<file path="config.mk">
export PLATFORM = sky130hd
export DESIGN_NAME = dpram_fifo_ctrl
export DESIGN_NICKNAME = d
export VERILOG_FILES = /design/src/rtl/dpram_fifo_ctrl.sv
export SDC_FILE = /design/constraint.sdc
export NUM_CORES = 1
export LEC_CHECK = 0
export CAP_MARGIN = 20
export CELL_PAD_IN_SITES_DETAIL_PLACEMENT = 0
export CELL_PAD_IN_SITES_GLOBAL_PLACEMENT = 1
export CORE_AREA = 5 5 75 77
export DETAILED_ROUTE_END_ITERATION = 10
export DIE_AREA = 0 0 80 82
export PLACE_DENSITY_LB_ADDON = 0.25
export SYNTH_ARGS = -nofsm -noshare
export SYNTH_HDL_FRONTEND = slang
export SYNTH_SLANG_ARGS = --single-unit
</file>
<file path="constraint.sdc">
create_clock -name clk -period 8.03 [get_ports clk]
set_input_delay 1.606 -clock clk [delete_from_list [all_inputs] [get_ports clk]]
set_output_delay 1.606 -clock clk [all_outputs]
set_load 0.01 [all_outputs]
</file>
<file path="src/rtl/dpram_fifo_ctrl.sv">
// Valid/ready FIFO controller around a 16x8 dual-port RAM: port A writes, port B
// reads into a two-entry prefetch buffer so the consumer sees registered data.
module dpram_fifo_ctrl #(
  parameter int unsigned DATA_W = 8,
  parameter int unsigned ADDR_W = 4
) (
  input  logic              clk,
  input  logic              rst,
  input  logic              s_valid,
  output logic              s_ready,
  input  logic [DATA_W-1:0] s_data,
  output logic              m_valid,
  input  logic              m_ready,
  output logic [DATA_W-1:0] m_data,
  output logic [ADDR_W:0]   count,
  output logic              ram_we_a,
  output logic [ADDR_W-1:0] ram_addr_a,
  output logic [DATA_W-1:0] ram_din_a,
  output logic              ram_we_b,
  output logic [ADDR_W-1:0] ram_addr_b,
  input  logic [DATA_W-1:0] ram_dout_b
);

  localparam int unsigned DEPTH = 1 << ADDR_W;
  localparam int unsigned CW    = ADDR_W + 1;

  logic [ADDR_W-1:0] wr_ptr;
  logic [ADDR_W-1:0] rd_ptr;
  logic [CW-1:0]     ram_occ;
  logic              inflight;
  logic              out_valid;
  logic              skid_valid;
  logic [DATA_W-1:0] out_data;
  logic [DATA_W-1:0] skid_data;

  logic       push;
  logic       pop;
  logic       issue;
  logic [1:0] held;
  logic       out_free;

  // Handshakes and RAM pin drive; everything is forced idle while in reset.
  always_comb begin
    count      = rst ? '0 : CW'(ram_occ + CW'(inflight) + CW'(out_valid) + CW'(skid_valid));
    s_ready    = !rst && (count < CW'(DEPTH));
    m_valid    = out_valid && !rst;
    m_data     = out_data;
    push       = s_valid && s_ready;
    pop        = m_valid && m_ready;
    held       = 2'(inflight) + 2'(out_valid) + 2'(skid_valid);
    // Only prefetch when the word is guaranteed a slot in out/skid on landing.
    issue      = !rst && (ram_occ != '0) && ({1'b0, held} < (3'd2 + 3'(pop)));
    out_free   = !out_valid || (pop && !skid_valid);
    ram_we_a   = push;
    ram_addr_a = rst ? '0 : wr_ptr;
    ram_din_a  = s_data;
    ram_we_b   = 1'b0;
    ram_addr_b = rst ? '0 : rd_ptr;
  end

  always_ff @(posedge clk) begin
    if (rst) begin
      wr_ptr     <= '0;
      rd_ptr     <= '0;
      ram_occ    <= '0;
      inflight   <= 1'b0;
      out_valid  <= 1'b0;
      skid_valid <= 1'b0;
      out_data   <= '0;
      skid_data  <= '0;
    end else begin
      if (push) wr_ptr <= wr_ptr + ADDR_W'(1);
      if (issue) rd_ptr <= rd_ptr + ADDR_W'(1);
      inflight <= issue;
      ram_occ  <= ram_occ + CW'(push) - CW'(issue);

      // Output buffer: skid refills out on pop; a landing word takes the oldest free slot.
      if (pop && skid_valid) begin
        out_valid  <= 1'b1;
        out_data   <= skid_data;
        skid_valid <= inflight;
        if (inflight) skid_data <= ram_dout_b;
      end else if (out_free) begin
        out_valid <= inflight;
        if (inflight) out_data <= ram_dout_b;
      end else if (inflight) begin
        skid_valid <= 1'b1;
        skid_data  <= ram_dout_b;
      end
    end
  end

endmodule

</file>
==> flow_summary.json, run 1 <==
{
  "firstDrtPassIters": 4,
  "multi_input_area_sq_um": 968,
  "cp_max_fo": 48,
  "post-route-util": 0.446,
  "synthesis.nets": 234,
  "p_clk_frac": 0.221,
  "avgSynthCellArea_sq_um": 8.83,
  "synth_area_leaders": "dfxtp_1 (36%), ha_1 (7.8%), nor2_1 (6.6%), nand2_1 (5.1%), fa_1 (4.6%)",
  "synthTopCellsByCount": "dfxtp_1 (32), nor2_1 (31), nand2_1 (24)",
  "pin_count": 53,
  "cts.sink_count": 32,
  "cts_tree": "yes",
  "p_sw_mw": 0.232,
  "power_mw": 0.673,
  "clockBufferDepth": 2,
  "dpl_cell_area_sq_um": 2100,
  "grt_pass1_wl_microns": 5560,
  "yosysWarnings": 0,
  "synth_top_area_frac": 0.364,
  "layout-drive-gt1-share": 0.0664,
  "clk_transition_reported_paths_ps": 70,
  "worst_pin_slew_ps": 670,
  "num_vias": 1338,
  "coreArea_sq_um": 4940,
  "antenna_found_initial": 0,
  "gp_congestion": 0.785,
  "p_int_mw": 0.442,
  "grt_start_max_net_pins": 49,
  "hold_start": "skid_data[5]$_SDFFE_PP0P_",
  "initial_core_util": 0.356,
  "r2r-end": "ram_occ[4]$_SDFF_PP0_",
  "crit_path_end_kind": "output pin",
  "fill_cells": 527,
  "fin_crit_sh": 0.631,
  "root_buffer": "clkbuf_8",
  "syn_inst": 199,
  "rows": 26,
  "ant_nets": 0,
  "fin_setup_tns_ps": 0,
  "holdPathStages": 2,
  "mappedNetlistArea_sq_um": 1760,
  "slowest_stage": "clkdlybuf4s50_1",
  "p_sw_frac": 0.344,
  "crit_path_cell_trace": "clkdlybuf4s50_1 > buf_4 > a211o_1 > a21boi_4 > clkdlybuf4s50_1",
  "seq_area_frac_synth": 0.364,
  "clk_latency_ps": 280,
  "crit-reg2reg-launch": "out_valid$_SDFFE_PP0N_",
  "criticalPathCategory": "in2out",
  "crit_buf_inv": 3,
  "post-synth-top-area-cell": "dfxtp_1",
  "overflow": 0,
  "rsz0062_at_grt": "false",
  "cp_data_arrival_time_ps": 3460,
  "setup_viol": 0,
  "post-route-drc-count": 0,
  "synth-seq-cells": 32,
  "synthArstFlopShare": 0,
  "final-seq-area_sq_um": 641,
  "critPathLaunchType": "input pin",
  "synth_edf_count": 0,
  "die_x_microns": 80,
  "cts_resized": 0,
  "ir_drop_mv": 0.153,
  "htreeDepth": 2,
  "synth_ff_type": "dfxtp_1",
  "worstRegToRegCells": 13,
  "hp-class": "reg2reg",
  "power_leakage_nw": 0.871,
  "power.share.sequential": 0.347,
  "die_area_sq_um": 6560,
  "cts.hold.buffers_added": 0,
  "critical_path.top_delay_family": "buffers and inverters",
  "min_to": "m_data[5]$_SDFFE_PP0P_",
  "diodes": 0,
  "synth_cell_types": 37,
  "grt_usage": 0.109,
  "p_comb_frac": 0.432,
  "hold_viol": 0,
  "wl_per_cell_microns": 11.3,
  "r2r_slack_ps": 4710,
  "fp.dieH_microns": 82,
  "final_area_sq_um": 2200,
  "slowest_delay_ps": 580,
  "critPathRequiredTime_ps": 6420,
  "cts_made_buffers": 5,
  "areaGrowthSynthToFinish_pct": 25.3,
  "io_buffers": 35,
  "dp_hpwl_microns": 2330,
  "finalClockSkew_ps": 6.30,
  "dr.first_iter.drc_count": 56,
  "first_global_vias": 1272,
  "vias_per_cell": 4.52,
  "finalNetCount": 260,
  "period_needed_ps": 5060,
  "outcome": "finished clean",
  "drv_slew": 0,
  "cap_violations": 0,
  "wl_microns": 3340,
  "relSlewSlack": 0.553,
  "yosysMostFrequentCell": "dfxtp_1",
  "cts_setup_buffers": 0,
  "crit_top_cell": "clkdlybuf4s50_1",
  "fmax_ghz": 0.197,
  "power.density_nw_per_um2": 306
}
registers in the layout, summed over array words and instances, names as in the netlist:
register,cells
rd_ptr,4
inflight,1
m_data,8
out_valid,1
skid_valid,1
skid_data,8
ram_occ,5
wr_ptr,4
layer usage:
metal	track usage	share of wire	vias up
met5	0	0	-
met4	0.0456	0.015	0
met3	0.0395	0.076	7
met2	0.178	0.44	42
met1	0.130	0.47	586
li1	-	-	703
worst reg2reg max path, cell delays in order (launching register included):
cell and delay, ps:
dfxtp_1 470, inv_2 120, fa_1 460, and4b_1 230, o21ai_2 270, nor2_1 80, ha_1 280, inv_1 40
ha_1 200, fa_1 420, a21oi_1 160, nor2_1 60, or3_1 330, a21oi_1 140
worst max path at each step:
stage / endpoint / slack [ps] / start / cells past startpoint
CTS: ram_we_a / 2950 / rst / 5
global placement: ram_we_a / 2950 / rst / 5
finish: ram_we_a / 2970 / rst / 5
global route: ram_we_a / 2870 / rst / 5
floorplan: count[2] / 4040 / rst / 4
detailed placement: ram_we_a / 2950 / rst / 5
placed cells by master (no fill, tap or decap), types with 2 or more instances in the layout:
master	instances
xor2_1	4
inv_1	10
nor2_1	31
nand2_1	24
fa_1	4
nor2b_1	10
xnor2_1	5
clkdlybuf4s50_1	35
mux2i_1	8
or3_1	2
a311oi_1	8
dfxtp_1	32
mux2_2	2
nand2b_1	2
clkbuf_8	5
a21oi_1	7
ha_1	11
a21o_1	2
o21ai_0	4
stage by stage:
stage	setup WS (ps)	std cells	hold slack, ps
after floorplan	4040	199	454
after global placement	2950	288	464
after detailed placement	2950	288	468
after CTS	2950	296	480
after global routing	2870	296	493
final	2970	296	476
cell type report:
class / instances / share of cell area
repair buffers: 36 / 0.162
inverters: 11 / 0.0187
multi-input cells: 139 / 0.440
clock inverters: 2 / 0.0159
clock buffers: 6 / 0.0329
flip-flops and latches: 32 / 0.291
well taps: 70 / 0.0398
cell families (layout without fill, tap and decap cells):
logic type,after synthesis,count (layout),share of synthesized area
compound gates,27,27,0.115
xor+xnor,9,9,0.0448
fa+ha+maj,15,15,0.124
buf+inv,28,55,0.0847
flops,32,32,0.364
mux,11,11,0.0648
other cells,1,1,0.00213
simple gates,76,76,0.200
power groups by stage:
stage	clock (mW)	sequential (mW)	combinational, mW
after detailed placement	0	0.238	0.293
after global routing	0.161	0.241	0.330
after global placement	0	0.238	0.294
after floorplan	0	0.237	0.197
after CTS	0.156	0.235	0.295
final	0.149	0.234	0.291
No activity file was read; power rests on OpenSTA's default activity.
==> inputs of run 2 (changes only) <==
--- a/config.mk
+++ b/config.mk
@@ -8,9 +8,9 @@
 export CAP_MARGIN = 20
 export CELL_PAD_IN_SITES_DETAIL_PLACEMENT = 0
 export CELL_PAD_IN_SITES_GLOBAL_PLACEMENT = 1
-export CORE_AREA = 5 5 75 77
+export CORE_AREA = 5 5 82 84
 export DETAILED_ROUTE_END_ITERATION = 10
-export DIE_AREA = 0 0 80 82
+export DIE_AREA = 0 0 87 89
 export PLACE_DENSITY_LB_ADDON = 0.25
 export SYNTH_ARGS = -nofsm -noshare
 export SYNTH_HDL_FRONTEND = slang
==> constraint.sdc (replaced) <==
create_clock -name clk -period 4.4 [get_ports clk]
set_input_delay 0.88 -clock clk [delete_from_list [all_inputs] [get_ports clk]]
set_output_delay 0.88 -clock clk [all_outputs]
set_load 0.01 [all_outputs]
==> run 2 against run 1 <==
Routed wire length rose by 9.2%. Clock skew decreased by 1.6 ps. Clock-buffer cell count down 1. Worst hold slack gained 5.5 ps. Critical endpoint unchanged. Highest routed layer unchanged.
==> flow_summary.json, run 2 (synthesis gave the netlist of run 1 again) <==
{
  "coreArea_sq_um": 5850,
  "ant_nets": 0,
  "cts.sink_count": 32,
  "finalClockSkew_ps": 4.66,
  "cp_data_arrival_time_ps": 3060,
  "hp-class": "reg2reg",
  "crit_path_end_kind": "output pin",
  "cts_made_buffers": 5,
  "die_x_microns": 87,
  "power_leakage_nw": 0.870,
  "worst_pin_slew_ps": 644,
  "areaGrowthSynthToFinish_pct": 25.9,
  "drv_slew": 0,
  "dpl_cell_area_sq_um": 2100,
  "final_common_cell": "clkdlybuf4s50_1",
  "root_buffer": "clkbuf_8",
  "final_area_sq_um": 2210,
  "cts_setup_buffers": 0,
  "layout_common_cells": "clkdlybuf4s50_1 (35), dfxtp_1 (32), nor2_1 (31)",
  "htreeDepth": 2,
  "r2r_slack_ps": 1100,
  "criticalPathCategory": "reg2out",
  "overflow": 0,
  "relSlewSlack": 0.571,
  "fin_crit_sh": 0.896,
  "cap_violations": 0,
  "firstDrtPassIters": 4,
  "gp_congestion": 0.693,
  "crit_path_cell_trace": "fa_1 > ha_1 > fa_1 > a211o_1 > a21boi_4 > clkdlybuf4s50_1",
  "cts_resized": 0,
  "diodes": 0,
  "post-route-util": 0.378,
  "crit_end": "ram_we_a",
  "post-route-drc-count": 0,
  "worstRegToRegCells": 13,
  "rows": 28,
  "initial_core_util": 0.300,
  "period_needed_ps": 3940,
  "wl_microns": 3650,
  "crit-reg2reg-launch": "out_valid$_SDFFE_PP0N_",
  "r2r-end": "ram_occ[4]$_SDFF_PP0_",
  "fmax_ghz": 0.254,
  "io_buffers": 35,
  "outcome": "finished clean",
  "clk_transition_reported_paths_ps": 70,
  "grt_usage": 0.103,
  "crit_start": "inflight$_SDFF_PP0_",
  "power.density_nw_per_um2": 563,
  "power_mw": 1.25,
  "clockBufferDepth": 2,
  "fin_setup_tns_ps": 0,
  "vias_per_cell": 4.42,
  "first_global_vias": 1337,
  "cts_tree": "yes",
  "finalNetCount": 260,
  "dp_cells": 293,
  "num_vias": 1331,
  "slowest_delay_ps": 580,
  "fin_cells": 301,
  "die_area_sq_um": 7740,
  "dp_hpwl_microns": 2570,
  "ir_drop_mv": 0.216,
  "dr.first_iter.drc_count": 30,
  "pin_count": 53,
  "grt_start_max_net_pins": 41,
  "crit_top_cell": "fa_1",
  "rsz0062_at_grt": "false",
  "wl_per_cell_microns": 12.1,
  "cp_max_fo": 6,
  "clk_latency_ps": 280,
  "slowest_stage": "clkdlybuf4s50_1",
  "hold_viol": 0,
  "layout-drive-gt1-share": 0.0708,
  "critPathRequiredTime_ps": 3520,
  "antenna_found_initial": 0,
  "grt_pass1_wl_microns": 6200,
  "cts.hold.buffers_added": 0,
  "fp.dieH_microns": 89,
  "critPathLaunchType": "flip-flop",
  "setup_viol": 0
}
run 2: changes by cell type in the layout (fill, tap and decap cells not counted):
cell / change
clkbuf_1: -1
clkinvlp_4: +1
run 2: worst min-delay path by stage:
| stage | cells after the start | to | start |
|---|---|---|---|
| after global placement | 2 | m_data[5]$_SDFFE_PP0P_ | skid_data[5]$_SDFFE_PP0P_ |
| after floorplan | 2 | m_data[5]$_SDFFE_PP0P_ | skid_data[5]$_SDFFE_PP0P_ |
| after detailed placement | 2 | m_data[7]$_SDFFE_PP0P_ | skid_data[7]$_SDFFE_PP0P_ |
| final | 2 | m_data[7]$_SDFFE_PP0P_ | skid_data[7]$_SDFFE_PP0P_ |
| after global routing | 2 | m_data[3]$_SDFFE_PP0P_ | skid_data[3]$_SDFFE_PP0P_ |
| after CTS | 2 | m_data[7]$_SDFFE_PP0P_ | skid_data[7]$_SDFFE_PP0P_ |
run 2: report_power, final:
group	total [mW]	switching, mW	internal, mW
sequential	0.429	0.0669	0.362
clock	0.281	0.114	0.168
combinational	0.536	0.258	0.278
run 2: routing by layer:
layer / track usage / wire (microns) / vias up
met5: 0 / 0 / -
met4: 0.0382 / 21 / 0
met3: 0.0341 / 230 / 2
met2: 0.168 / 1710 / 32
met1: 0.127 / 1690 / 594
li1: - / - / 703
run 2: critical path, delay by kind of cell, from the launching register on:
kind | cells | cell delay, ps
buf+inv | 1 | 580
flops | 1 | 430
fa+ha+maj | 3 | 1140
compound gates | 2 | 630
run 2: area by class of cell:
type                       count  area [sq um]
clock buffer                   5          68.8
sequential                    32           641
tap                           75          93.8
fill                         613          3640
multi-input combinational    139           968
clock inverter                 3          42.5
inverter                      11          41.3
timing repair buffer          36           358
run 2: through the flow:
step / hold slack (ps) / setup slack, ps
floorplan: 454 / 1200
global placement: 467 / 658
detailed placement: 474 / 610
CTS: 484 / 428
global route: 511 / 333
finish: 481 / 458
==> inputs of run 3 (changes only) <==
--- a/config.mk
+++ b/config.mk
@@ -5,12 +5,14 @@
 export SDC_FILE = /design/constraint.sdc
 export NUM_CORES = 1
 export LEC_CHECK = 0
+export ABC_AREA = 1
 export CAP_MARGIN = 20
 export CELL_PAD_IN_SITES_DETAIL_PLACEMENT = 0
 export CELL_PAD_IN_SITES_GLOBAL_PLACEMENT = 1
-export CORE_AREA = 5 5 82 84
+export CORE_AREA = 5 5 77 79
 export DETAILED_ROUTE_END_ITERATION = 10
-export DIE_AREA = 0 0 87 89
+export DIE_AREA = 0 0 82 84
+export DONT_BUFFER_PORTS = 1
 export PLACE_DENSITY_LB_ADDON = 0.25
 export SYNTH_ARGS = -nofsm -noshare
 export SYNTH_HDL_FRONTEND = slang
==> run 3 against run 2 <==
Global-route usage grew 2.3 points. Area after synthesis grew 9.3%. Synthesized cell count rose by 39%. Power is 3.4% lower. Worst hold slack got worse by 27 ps. Via count increased by 14%. Combinational power fell by 5.2%. Clock power fell by 17%. Clock-buffer cell count rose by 3. Sequential power grew 7.9%. Sequential share of layout area rose by 3.1 points. Critical path type unchanged.
==> flow_summary.json, run 3 <==
{
  "post-route-drc-count": 0,
  "pin_count": 53,
  "areaGrowthSynthToFinish_pct": 4.10,
  "die_area_sq_um": 6890,
  "cts_resized": 0,
  "grt_usage": 0.126,
  "synth_top_area_frac": 0.333,
  "criticalPathCategory": "reg2out",
  "fmax_ghz": 0.310,
  "synth_area_leaders": "dfxtp_1 (33%), nand2_1 (12%), inv_1 (8.8%), ha_1 (7.2%), nor2_1 (6.6%)",
  "synth-seq-cells": 32,
  "drv_slew": 0,
  "clockBufferDepth": 2,
  "p_sw_mw": 0.520,
  "setup_viol": 0,
  "cts_tree": "yes",
  "wl_per_cell_microns": 12.0,
  "rsz0062_at_grt": "false",
  "grt_pass1_wl_microns": 6770,
  "cts.sink_count": 32,
  "dp_hpwl_microns": 3040,
  "fin_setup_tns_ps": 0,
  "cap_violations": 0,
  "power.density_nw_per_um2": 602,
  "io_buffers": 0,
  "root_buffer": "clkbuf_8",
  "synthArstFlopShare": 0,
  "cts.hold.buffers_added": 0,
  "synth_cell_types": 26,
  "period_needed_ps": 3230,
  "layout-drive-gt1-share": 0.0741,
  "syn_inst": 277,
  "grt_start_max_net_pins": 32,
  "hold_viol": 0,
  "final_common_cell": "nand2_1",
  "p_clk_frac": 0.193,
  "fp.dieH_microns": 84,
  "crit_path_end_kind": "output pin",
  "setup_ws_ps": 1170,
  "p_int_mw": 0.684,
  "rows": 27,
  "critPathLaunchType": "flip-flop",
  "synthTopCellsByCount": "nand2_1 (62), inv_1 (45), nor2_1 (34)",
  "hp-class": "reg2reg",
  "firstDrtPassIters": 4,
  "cp_max_fo": 5,
  "finalClockSkew_ps": 7.83,
  "vias_per_cell": 4.44,
  "yosysWarnings": 0,
  "dp_slack_ps": 1190,
  "power.share.sequential": 0.385,
  "antenna_found_initial": 0,
  "coreArea_sq_um": 5270,
  "cts_setup_buffers": 0,
  "synthesis.nets": 312,
  "clk_latency_ps": 280,
  "wl_microns": 4100,
  "cts_made_buffers": 5,
  "dr.first_iter.drc_count": 62,
  "clk_transition_reported_paths_ps": 70,
  "p_sw_frac": 0.432,
  "diodes": 0,
  "gp_congestion": 0.721,
  "p_comb_frac": 0.422,
  "initial_core_util": 0.365,
  "synth_ff_type": "dfxtp_1",
  "seq_area_frac_synth": 0.333,
  "layout_common_cells": "nand2_1 (62), inv_1 (45), nor2_1 (34)",
  "htreeDepth": 2,
  "cp_data_arrival_time_ps": 2350,
  "outcome": "finished clean",
  "critPathRequiredTime_ps": 3520,
  "synth_edf_count": 0,
  "avgSynthCellArea_sq_um": 6.94,
  "power_leakage_nw": 0.924,
  "finalNetCount": 304,
  "ir_drop_mv": 0.223,
  "num_vias": 1519,
  "yosysMostFrequentCell": "nand2_1",
  "ant_nets": 0,
  "mappedNetlistArea_sq_um": 1920,
  "die_x_microns": 82,
  "fin_crit_sh": 0.733,
  "first_global_vias": 1373,
  "post-synth-top-area-cell": "dfxtp_1",
  "overflow": 0
}
## run 3: cell count changes after synthesis, moves of 10 or more
cell     before  now
a21oi_1       7   19
inv_1        10   45
nand2_1      24   62
nand3_1       1   18
nor2b_1      10    0
## run 3: metal layers
layer  part of all wire  GRT usage  routed length, microns  vias up
li1                   -          -                       -      823
met4              0.011     0.0378                      46        0
met3              0.048     0.0367                     197        5
met1               0.51      0.183                    2110      665
met2               0.43      0.177                    1750       26
met5                  0          0                       0        -
## run 3: area by class of cell
type                       count  area (sq um)
clock buffer                   8          90.1
fill                         599          3270
inverter                      48           180
multi-input combinational    182          1000
sequential                    32           641
tap                           72          90.1
## run 3: kinds of logic (layout without fill, tap and decap cells)
family          count (synthesis)  after routing  share of synthesized area
xor+xnor                        4              4                     0.0182
buf+inv                        63             56                      0.146
fa+ha+maj                      15             15                      0.113
compound gates                 32             32                     0.0833
simple gates                  130            130                      0.303
other cells                     1              1                    0.00195
flops                          32             32                      0.333
## run 3: final timing paths
path / start / end / slack (ps) / cells after the start
worst max-delay path: skid_valid$_SDFFE_PP0P_ / ram_we_a / 1170 / 6
worst max register to register: skid_valid$_SDFFE_PP0P_ / ram_occ[4]$_SDFF_PP0_ / 1180 / 15
worst min-delay path: skid_data[1]$_SDFFE_PP0P_ / skid_data[1]$_SDFFE_PP0P_ / 450 / 2
worst min register to register: skid_data[1]$_SDFFE_PP0P_ / skid_data[1]$_SDFFE_PP0P_ / 450 / 2
## run 3: stage by stage
step	power [mW]	utilization	instances	cell area, sq um	hold slack [ps]
2_1_floorplan	0.893	-	277	1920	441
3_3_place_gp	0.984	0.363	334	1910	443
3_5_place_dp	0.985	0.363	334	1910	448
4_1_cts	1.23	0.380	342	2000	458
5_1_grt	1.33	0.380	342	2000	463
6_report	1.20	0.380	342	2000	454
## run 3: power groups by stage
| stage | combinational (mW) | clock, mW | sequential [mW] |
|---|---|---|---|
| 2_1_floorplan | 0.443 | 0 | 0.450 |
| 3_3_place_gp | 0.513 | 0 | 0.471 |
| 3_5_place_dp | 0.513 | 0 | 0.472 |
| 4_1_cts | 0.517 | 0.243 | 0.465 |
| 5_1_grt | 0.600 | 0.255 | 0.479 |
| 6_report | 0.508 | 0.233 | 0.463 |
## run 3: worst max-delay path, cell delays in order (launching register included)
cell	delay, ps
dfxtp_1	410
fa_1	440
ha_1	220
fa_1	420
nand3_1	150
nand4_1	190
inv_1	240
